### config.mk
export PLATFORM = sky130hd
export DESIGN_NAME = uart_tx_arbiter
export DESIGN_NICKNAME = d
export VERILOG_FILES = /design/src/rtl/uart_tx_arbiter.sv
export SDC_FILE = /design/constraint.sdc
export NUM_CORES = 1
export LEC_CHECK = 0
export CORE_UTILIZATION = 26
export CTS_CLUSTER_SIZE = 10
export DETAILED_ROUTE_END_ITERATION = 7
export PLACE_DENSITY = 0.54
export SLEW_MARGIN = 20
export SYNTH_ARGS = -nofsm -noshare
export SYNTH_HDL_FRONTEND = slang
export SYNTH_SLANG_ARGS = --single-unit
### constraint.sdc
create_clock -name clk_50m -period 2.1 [get_ports clk_50m]
set_input_delay 0.42 -clock clk_50m [delete_from_list [all_inputs] [get_ports clk_50m]]
set_output_delay 0.42 -clock clk_50m [all_outputs]
set_load 0.005 [all_outputs]
### src/rtl/uart_tx_arbiter.sv
// uart_tx_arbiter
// Round-robin arbiter that shares a single UART TX line between NUM_REQ byte
// producers. Each granted byte is sent as one start bit, 8 data bits LSB first
// and STOP_BITS stop bits. Bit timing comes from a clk_50m tick counter; no
// derived clocks are used.
module uart_tx_arbiter #(
  parameter int CLKS_PER_BIT = 434,
  parameter int NUM_REQ      = 4,
  parameter int STOP_BITS    = 1
) (
  input  logic                   clk_50m,
  input  logic                   rst,
  input  logic [NUM_REQ-1:0]     req,
  input  logic [8*NUM_REQ-1:0]   data,
  output logic [NUM_REQ-1:0]     ack,
  output logic                   busy,
  output logic [1:0]             cur_src,
  output logic                   tx
);

  typedef enum logic [1:0] {
    ST_IDLE  = 2'd0,
    ST_START = 2'd1,
    ST_DATA  = 2'd2,
    ST_STOP  = 2'd3
  } state_t;

  localparam logic [15:0] TICK_MAX  = 16'(CLKS_PER_BIT - 1);
  localparam logic [1:0]  RR_RESET  = 2'(NUM_REQ - 1);
  localparam logic        STOP_LAST = 1'(STOP_BITS - 1);

  // Cyclic search starting at last+1. Returns {found, index}. The loop walks
  // from the farthest candidate to the nearest so the nearest one wins.
  function automatic logic [2:0] rr_pick(input logic [NUM_REQ-1:0] req_v,
                                         input logic [1:0]         last_v);
    logic [2:0] cand;
    logic [2:0] result;
    result = 3'b000;
    for (int k = NUM_REQ; k >= 1; k--) begin
      cand = {1'b0, last_v} + 3'(k);
      if (cand >= 3'(NUM_REQ)) begin
        cand = cand - 3'(NUM_REQ);
      end else begin
        cand = cand;
      end
      if (req_v[cand[1:0]]) begin
        result = {1'b1, cand[1:0]};
      end else begin
        result = result;
      end
    end
    return result;
  endfunction

  // Select the byte belonging to requester idx_v from the flattened bus.
  function automatic logic [7:0] byte_sel(input logic [8*NUM_REQ-1:0] data_v,
                                          input logic [1:0]           idx_v);
    logic [7:0] result;
    result = 8'h00;
    for (int i = 0; i < NUM_REQ; i++) begin
      if (idx_v == 2'(i)) begin
        result = data_v[8*i +: 8];
      end else begin
        result = result;
      end
    end
    return result;
  endfunction

  state_t               state_r, state_next_s;
  logic [15:0]          tick_r, tick_next_s;
  logic [2:0]           bit_idx_r, bit_idx_next_s;
  logic                 stop_cnt_r, stop_cnt_next_s;
  logic [7:0]           shift_r, shift_next_s;
  logic [1:0]           rr_last_r, rr_last_next_s;
  logic [1:0]           cur_src_r, cur_src_next_s;
  logic [NUM_REQ-1:0]   ack_r, ack_next_s;
  logic                 busy_r, busy_next_s;
  logic                 tx_r, tx_next_s;

  logic [2:0]           pick_s;
  logic                 grant_valid_s;
  logic [1:0]           grant_idx_s;
  logic [7:0]           grant_byte_s;
  logic                 tick_end_s;

  assign pick_s        = rr_pick(req, rr_last_r);
  assign grant_valid_s = pick_s[2];
  assign grant_idx_s   = pick_s[1:0];
  assign grant_byte_s  = byte_sel(data, grant_idx_s);
  assign tick_end_s    = (tick_r == TICK_MAX);

  // State register.
  always_ff @(posedge clk_50m or posedge rst) begin
    if (rst) begin
      state_r <= ST_IDLE;
    end else begin
      state_r <= state_next_s;
    end
  end

  // Next-state decode: a phase ends on the last tick of its final bit.
  always_comb begin
    state_next_s = state_r;
    case (state_r)
      ST_IDLE: begin
        if (grant_valid_s) begin
          state_next_s = ST_START;
        end else begin
          state_next_s = ST_IDLE;
        end
      end
      ST_START: begin
        if (tick_end_s) begin
          state_next_s = ST_DATA;
        end else begin
          state_next_s = ST_START;
        end
      end
      ST_DATA: begin
        if (tick_end_s && (bit_idx_r == 3'd7)) begin
          state_next_s = ST_STOP;
        end else begin
          state_next_s = ST_DATA;
        end
      end
      ST_STOP: begin
        if (tick_end_s && (stop_cnt_r == STOP_LAST)) begin
          state_next_s = ST_IDLE;
        end else begin
          state_next_s = ST_STOP;
        end
      end
      default: begin
        state_next_s = ST_IDLE;
      end
    endcase
  end

  // Output and datapath next values; tx is computed one cycle ahead so the
  // line changes on the same edge as the state.
  always_comb begin
    tick_next_s     = tick_r;
    bit_idx_next_s  = bit_idx_r;
    stop_cnt_next_s = stop_cnt_r;
    shift_next_s    = shift_r;
    rr_last_next_s  = rr_last_r;
    cur_src_next_s  = cur_src_r;
    ack_next_s      = '0;
    busy_next_s     = busy_r;
    tx_next_s       = tx_r;
    case (state_r)
      ST_IDLE: begin
        tick_next_s     = 16'd0;
        bit_idx_next_s  = 3'd0;
        stop_cnt_next_s = 1'b0;
        if (grant_valid_s) begin
          shift_next_s   = grant_byte_s;
          rr_last_next_s = grant_idx_s;
          cur_src_next_s = grant_idx_s;
          ack_next_s     = NUM_REQ'(1) << grant_idx_s;
          busy_next_s    = 1'b1;
          tx_next_s      = 1'b0;
        end else begin
          busy_next_s    = 1'b0;
          tx_next_s      = 1'b1;
        end
      end
      ST_START: begin
        if (tick_end_s) begin
          tick_next_s = 16'd0;
          tx_next_s   = shift_r[0];
        end else begin
          tick_next_s = tick_r + 16'd1;
        end
      end
      ST_DATA: begin
        if (tick_end_s) begin
          tick_next_s = 16'd0;
          if (bit_idx_r == 3'd7) begin
            bit_idx_next_s = 3'd0;
            tx_next_s      = 1'b1;
          end else begin
            bit_idx_next_s = bit_idx_r + 3'd1;
            shift_next_s   = {1'b0, shift_r[7:1]};
            tx_next_s      = shift_r[1];
          end
        end else begin
          tick_next_s = tick_r + 16'd1;
        end
      end
      ST_STOP: begin
        if (tick_end_s) begin
          tick_next_s = 16'd0;
          if (stop_cnt_r == STOP_LAST) begin
            stop_cnt_next_s = 1'b0;
            busy_next_s     = 1'b0;
          end else begin
            stop_cnt_next_s = stop_cnt_r + 1'b1;
          end
        end else begin
          tick_next_s = tick_r + 16'd1;
        end
      end
      default: begin
        tick_next_s     = 16'd0;
        bit_idx_next_s  = 3'd0;
        stop_cnt_next_s = 1'b0;
        busy_next_s     = 1'b0;
        tx_next_s       = 1'b1;
      end
    endcase
  end

  // Datapath and output registers; reset forces the line idle at once.
  always_ff @(posedge clk_50m or posedge rst) begin
    if (rst) begin
      tick_r     <= 16'd0;
      bit_idx_r  <= 3'd0;
      stop_cnt_r <= 1'b0;
      shift_r    <= 8'h00;
      rr_last_r  <= RR_RESET;
      cur_src_r  <= 2'd0;
      ack_r      <= '0;
      busy_r     <= 1'b0;
      tx_r       <= 1'b1;
    end else begin
      tick_r     <= tick_next_s;
      bit_idx_r  <= bit_idx_next_s;
      stop_cnt_r <= stop_cnt_next_s;
      shift_r    <= shift_next_s;
      rr_last_r  <= rr_last_next_s;
      cur_src_r  <= cur_src_next_s;
      ack_r      <= ack_next_s;
      busy_r     <= busy_next_s;
      tx_r       <= tx_next_s;
    end
  end

  assign ack     = ack_r;
  assign busy    = busy_r;
  assign cur_src = cur_src_r;
  assign tx      = tx_r;

endmodule

# Word level (Yosys, flattened, before mapping)
# Cells that the tools add are included.
[classes]
n_addsub = 11
n_lt_le_gt_ge = 8
n_eq_ne = 14
n_shift = 1
muxes = 48
bitwise_logic = 1
reduce_logical = 14
[op_table]
columns = ["cell", "count"]
rows = [
  ["two-way mux 8 bit", 7],
  ["case mux 16 bit (2 select lines)", 1],
  ["two-way mux 3 bit", 6],
  ["adder 16 x 1 -> 16 bit, second input constant", 1],
  ["== test 16 x 9 -> 1 bit, second input constant", 1],
  ["two-way mux 16 bit", 1],
  ["case mux 8 bit (2 select lines)", 1],
  ["two-way mux 1 bit", 15],
  [">= comparator 3 bit, second input constant", 4],
  ["less-than comparator 2 x 3 -> 1 bit, second input constant", 4],
  ["two-way mux 2 bit", 6],
  ["inequality test 2 bit, second input constant", 6],
  ["binary-select mux 1 bit (select 2 bit)", 4],
  ["== test 2 bit, second input constant", 4],
  ["two-way mux 4 bit", 2],
  ["case mux 2 bit (4 select lines)", 1],
  ["subtractor 2 x 1 -> 2 bit, second input constant", 4],
  ["adder 2 x 2 -> 3 bit, second input constant", 2],
  ["case mux 3 bit (2 select lines)", 1],
  ["AND reduction 2 bit", 3],
  ["AND reduction 3 bit", 2],
  ["== test 2 x 1 -> 1 bit, second input constant", 2],
  ["zero test 2 bit", 2],
  ["case mux 1 bit (2 select lines)", 2],
  ["13 further kinds", 15],
]
[word_totals]
regBits = 40
input_bits = 38
out_inout_bits = 8
wordCells = 107

# Depth between registers and ports, before layout
[logic_depth]
depth_word = 16
mapped_depth = 9

# Worst setup path after synthesis
# OpenSTA, ideal clock, no wires.
[synth_timing]
kind = "reg-to-reg"
from = "reg tick_r[0]"
to = "reg shift_r[0]"
setup_time_ns = 0.127
arrival_ns = 1.665
required_ns = 1.973
setup_slack_ns = 0.308
path_stages_with_launch = 9
path_buffers = 2
cell_sequence = "dfrtp_1 ha_1 nor4b_2 and4_1 buf_6 a31oi_4 buf_6 mux2i_1 o31ai_1"
[synth_between]
elab_chain_len = 3
[synth_lines]
columns = ["element", "line", "rtl"]
rows = [
  ["from (decl)", "71", "logic [15:0] tick_r, tick_next_s;"],
  ["from (signal assigned)", "228", "tick_r <= tick_next_s;"],
  ["== test 16 x 9 -> 1 bit", "91", "assign tick_end_s = (tick_r == TICK_MAX);"],
  ["inequality test 2 bit (no source line)", "-", ""],
  ["AND reduction 4 bit (no source line)", "-", ""],
  ["to (signal assigned)", "231", "shift_r <= shift_next_s;"],
  ["to (decl)", "74", "logic [7:0] shift_r, shift_next_s;"],
]
# Every way passes these cells.
# A chain may end at the register's enable or synchronous reset.

# Worst setup path after layout
[layout_timing]
from = "in req[0]"
to = "reg shift_r[3]"
[layout_between]
elab_chain_len = 13
[layout_lines]
columns = ["element", "line", "rtl"]
rows = [
  ["from (decl)", "13", "input logic [NUM_REQ-1:0] req,"],
  ["binary-select mux 1 bit (select 2 bit)", "46", "if (req_v[cand[1:0]]) begin"],
  ["two-way mux 1 bit (not written as such)", "46", ""],
  ["two-way mux 3 bit (3 in a row)", "46", ""],
  ["two-way mux 3 bit *", "46", ""],
  ["zero test 2 bit", "61", "if (idx_v == 2'(i)) begin"],
  ["two-way mux 8 bit (4 in a row)", "61", ""],
  ["two-way mux 8 bit", "157", "if (grant_valid_s) begin"],
  ["case mux 8 bit (2 select lines)", "152", "case (state_r)"],
]
# Every way passes the cells marked *; elsewhere a longest branch is shown, timed or not. The select of a mux whose other input is x is not followed.

==> metrics <==
I/O Buffers 45; pwr/cell area 461 nW/µm²; Yosys reg bits 39; number of DRC markers in iteration 0 45; drt drc 0; Setup Skew 0.00475 ns; crit path cell chain clkdlybuf4s50_1, o41ai_4, nor2_2, a31oi_4, buf_4, mux2i_1, a21oi_1; FFs w/ async S/R, synth 100%; biggest area consumer among synthesized cells dfrtp_1; Rel. slew slack 79.9%; Tightest Hold Check Type primary input to async pin; post-synthesis cell area 2440 µm²; Critical Path RT 2.27 ns; Area Overhead vs Synth 33.7%; post-DR vias/cell 4.76; total power 0.00150 W; total gr overflow 0; Fmax achieved 502 MHz; Max stage delay cell, worst path clkdlybuf4s50_1; Vias 2024; worst vdd ir 0.000247 V; Fillers 900; post-CTS setup buffer count 0; status finished clean; Setup TNS 0 ns; Sink Count 39; EDFF count, synth 0; Avg Synthesized Cell Area 9.52 µm²; Leak 1.48 nW; Crit Path Class primary input to flip-flop; Clk pin slew, worst setup/hold paths 0.08 ns; DR pass1 iterations 4; commonest cells in the netlist dfrtp_1, nor2_1, nand2_1; CTS Root Cell clkbuf_8; crit path DAT 2.16 ns; Num CTS Buffers 5; CTS H-tree lvls 2; unique cell type count in the Yosys netlist 46; initial antenna violation count 0; worst skew pair latency 0.29 ns; largest net degree at the start of global routing 40; first-pass GRT wire length 10000 µm; dpl cell area 3130 µm²; Final GP Congestion 0.795; Avg WL per Cell 14.2 µm; final max-slew violation count 0; Finished Cell Area 3260 µm²; worst slew pin tran 0.300 ns; Row Count 34; crit path capture type flip-flop; multi-input logic area 1370 µm²; Syn Nets 304; Core Footprint 8890 µm²; most common cell in the netlist dfrtp_1; final worst-path cycle share 94.8%; post-cts sizing count 0; CP peak stage delay 0.52 ns; Initial Util 27.4%; sequential share of the synthesized area 40.2%; Worst setup SP type primary input; post-cts hold buffer count 0; Warnings, synthesis 0; Primary FF master, synth dfrtp_1; dominant cells by area after synthesis dfrtp_1, mux2i_1, ha_1; Die W 98.8 µm; antenna cells 0; Final Critical Period 1.99 ns; # IOs 46; drt total wl 6020 µm; TritonCTS clock tree done; Hold Vio Cnt, Final 0; R2R depth 8; CTS max path bufs 2; global-route usage over all layers 13.0%; DP HPWL 4470 µm; antenna-violating nets left 0; Synth top area share 37.0%; setup violators final 0; Worst Path Max Fanout 6; Mapped Cells 256; Max Cap Viol 0; Die ar. 9770 µm²; share of cells above drive strength 1 13.6%; vias in the first global route 2122; sequential cell area 980 µm²; final core occ 36.6%; Layout Nets 364; die height 98.8 µm
[final timing paths]
path / endpoint / slack [ns] / start
setup / recovery: shift_r[3] / 0.11 / req[0]
hold / removal: cur_src[0] / 0.48 / rst
setup reg to reg: shift_r[6] / 0.12 / tick_r[1]
hold reg to reg: cur_src[1] / 0.48 / cur_src[1]
max in group asynchronous: tx / 1.35 / rst
min in group clk_50m: cur_src[1] / 0.48 / cur_src[1]
[cells by family (layout without fill, tap and decap cells)]
family,count (synthesis),in the layout,synth area share (%)
buffers and inverters,24,85,4.67
muxes,15,15,6.16
and+or+nand+nor,91,91,20.1
DFF,39,39,40.2
xor gates and xnor gates,12,12,4.31
AOI/OAI and AO/OA,65,65,19.5
adders and majority gates,10,10,5.13
[per-stage QoR]
step,setup slack (ns),hold WS (ns),std cells
6_report,0.108,0.481,425
5_1_grt,-0.0114,0.510,425
4_1_cts,0.0449,0.486,425
3_5_place_dp,-0.197,0.467,417
3_3_place_gp,-0.126,0.457,417
2_1_floorplan,0.308,0.440,256
[state kept, by name, summed over array words and instances (netlist names)]
signal	cells
busy	1
tx	1
shift_r	8
tick_r	16
ack	4
rr_last_r	2
cur_src	2
bit_idx_r	3
state_r	2
[per-layer routing]
layer | global-route usage (%) | wire [µm] | share of wire (%) | vias up
met5 | 0 | 0 | 0 | -
met4 | 3.44 | 57 | 0.95 | 0
met3 | 3.19 | 280 | 4.7 | 5
met2 | 21.3 | 2710 | 45 | 43
met1 | 17.2 | 2970 | 49 | 948
li1 | - | - | - | 1028
[report_power, final]
part / switching [W] / internal [W] / total (W)
combinational: 0.0000786 / 0.000106 / 0.000185
clock: 0.000268 / 0.000299 / 0.000567
sequential: 0 / 0.000751 / 0.000751
[worst max-delay path: cells and delay by family]
| kind | cells | cell delay (ns) |
|---|---|---|
| multiplexers | 1 | 0.20 |
| buffers and inverters | 2 | 0.72 |
| AND/OR/NAND/NOR | 1 | 0.10 |
| AO/OA/AOI/OAI | 3 | 0.72 |
[layout by cell type, fill, tap and decap left out, types with 10 or more instances in the layout]
cell / n
a21boi_0: 11
nor2_1: 22
mux2i_1: 15
dfrtp_1: 36
nor3_1: 10
nand2_1: 18
inv_1: 11
buf_4: 19
clkdlybuf4s50_1: 45
a21oi_1: 12
[layout make-up]
type	count	share of cell area, %
clock buffers	7	2.96
clock inverters	1	0.230
inverters	11	1.27
multi-input cells	193	41.9
flip-flops and latches	39	30.1
well taps	108	4.15
repair buffers	66	19.4
Note: power is estimated with default switching activity, not from simulation.
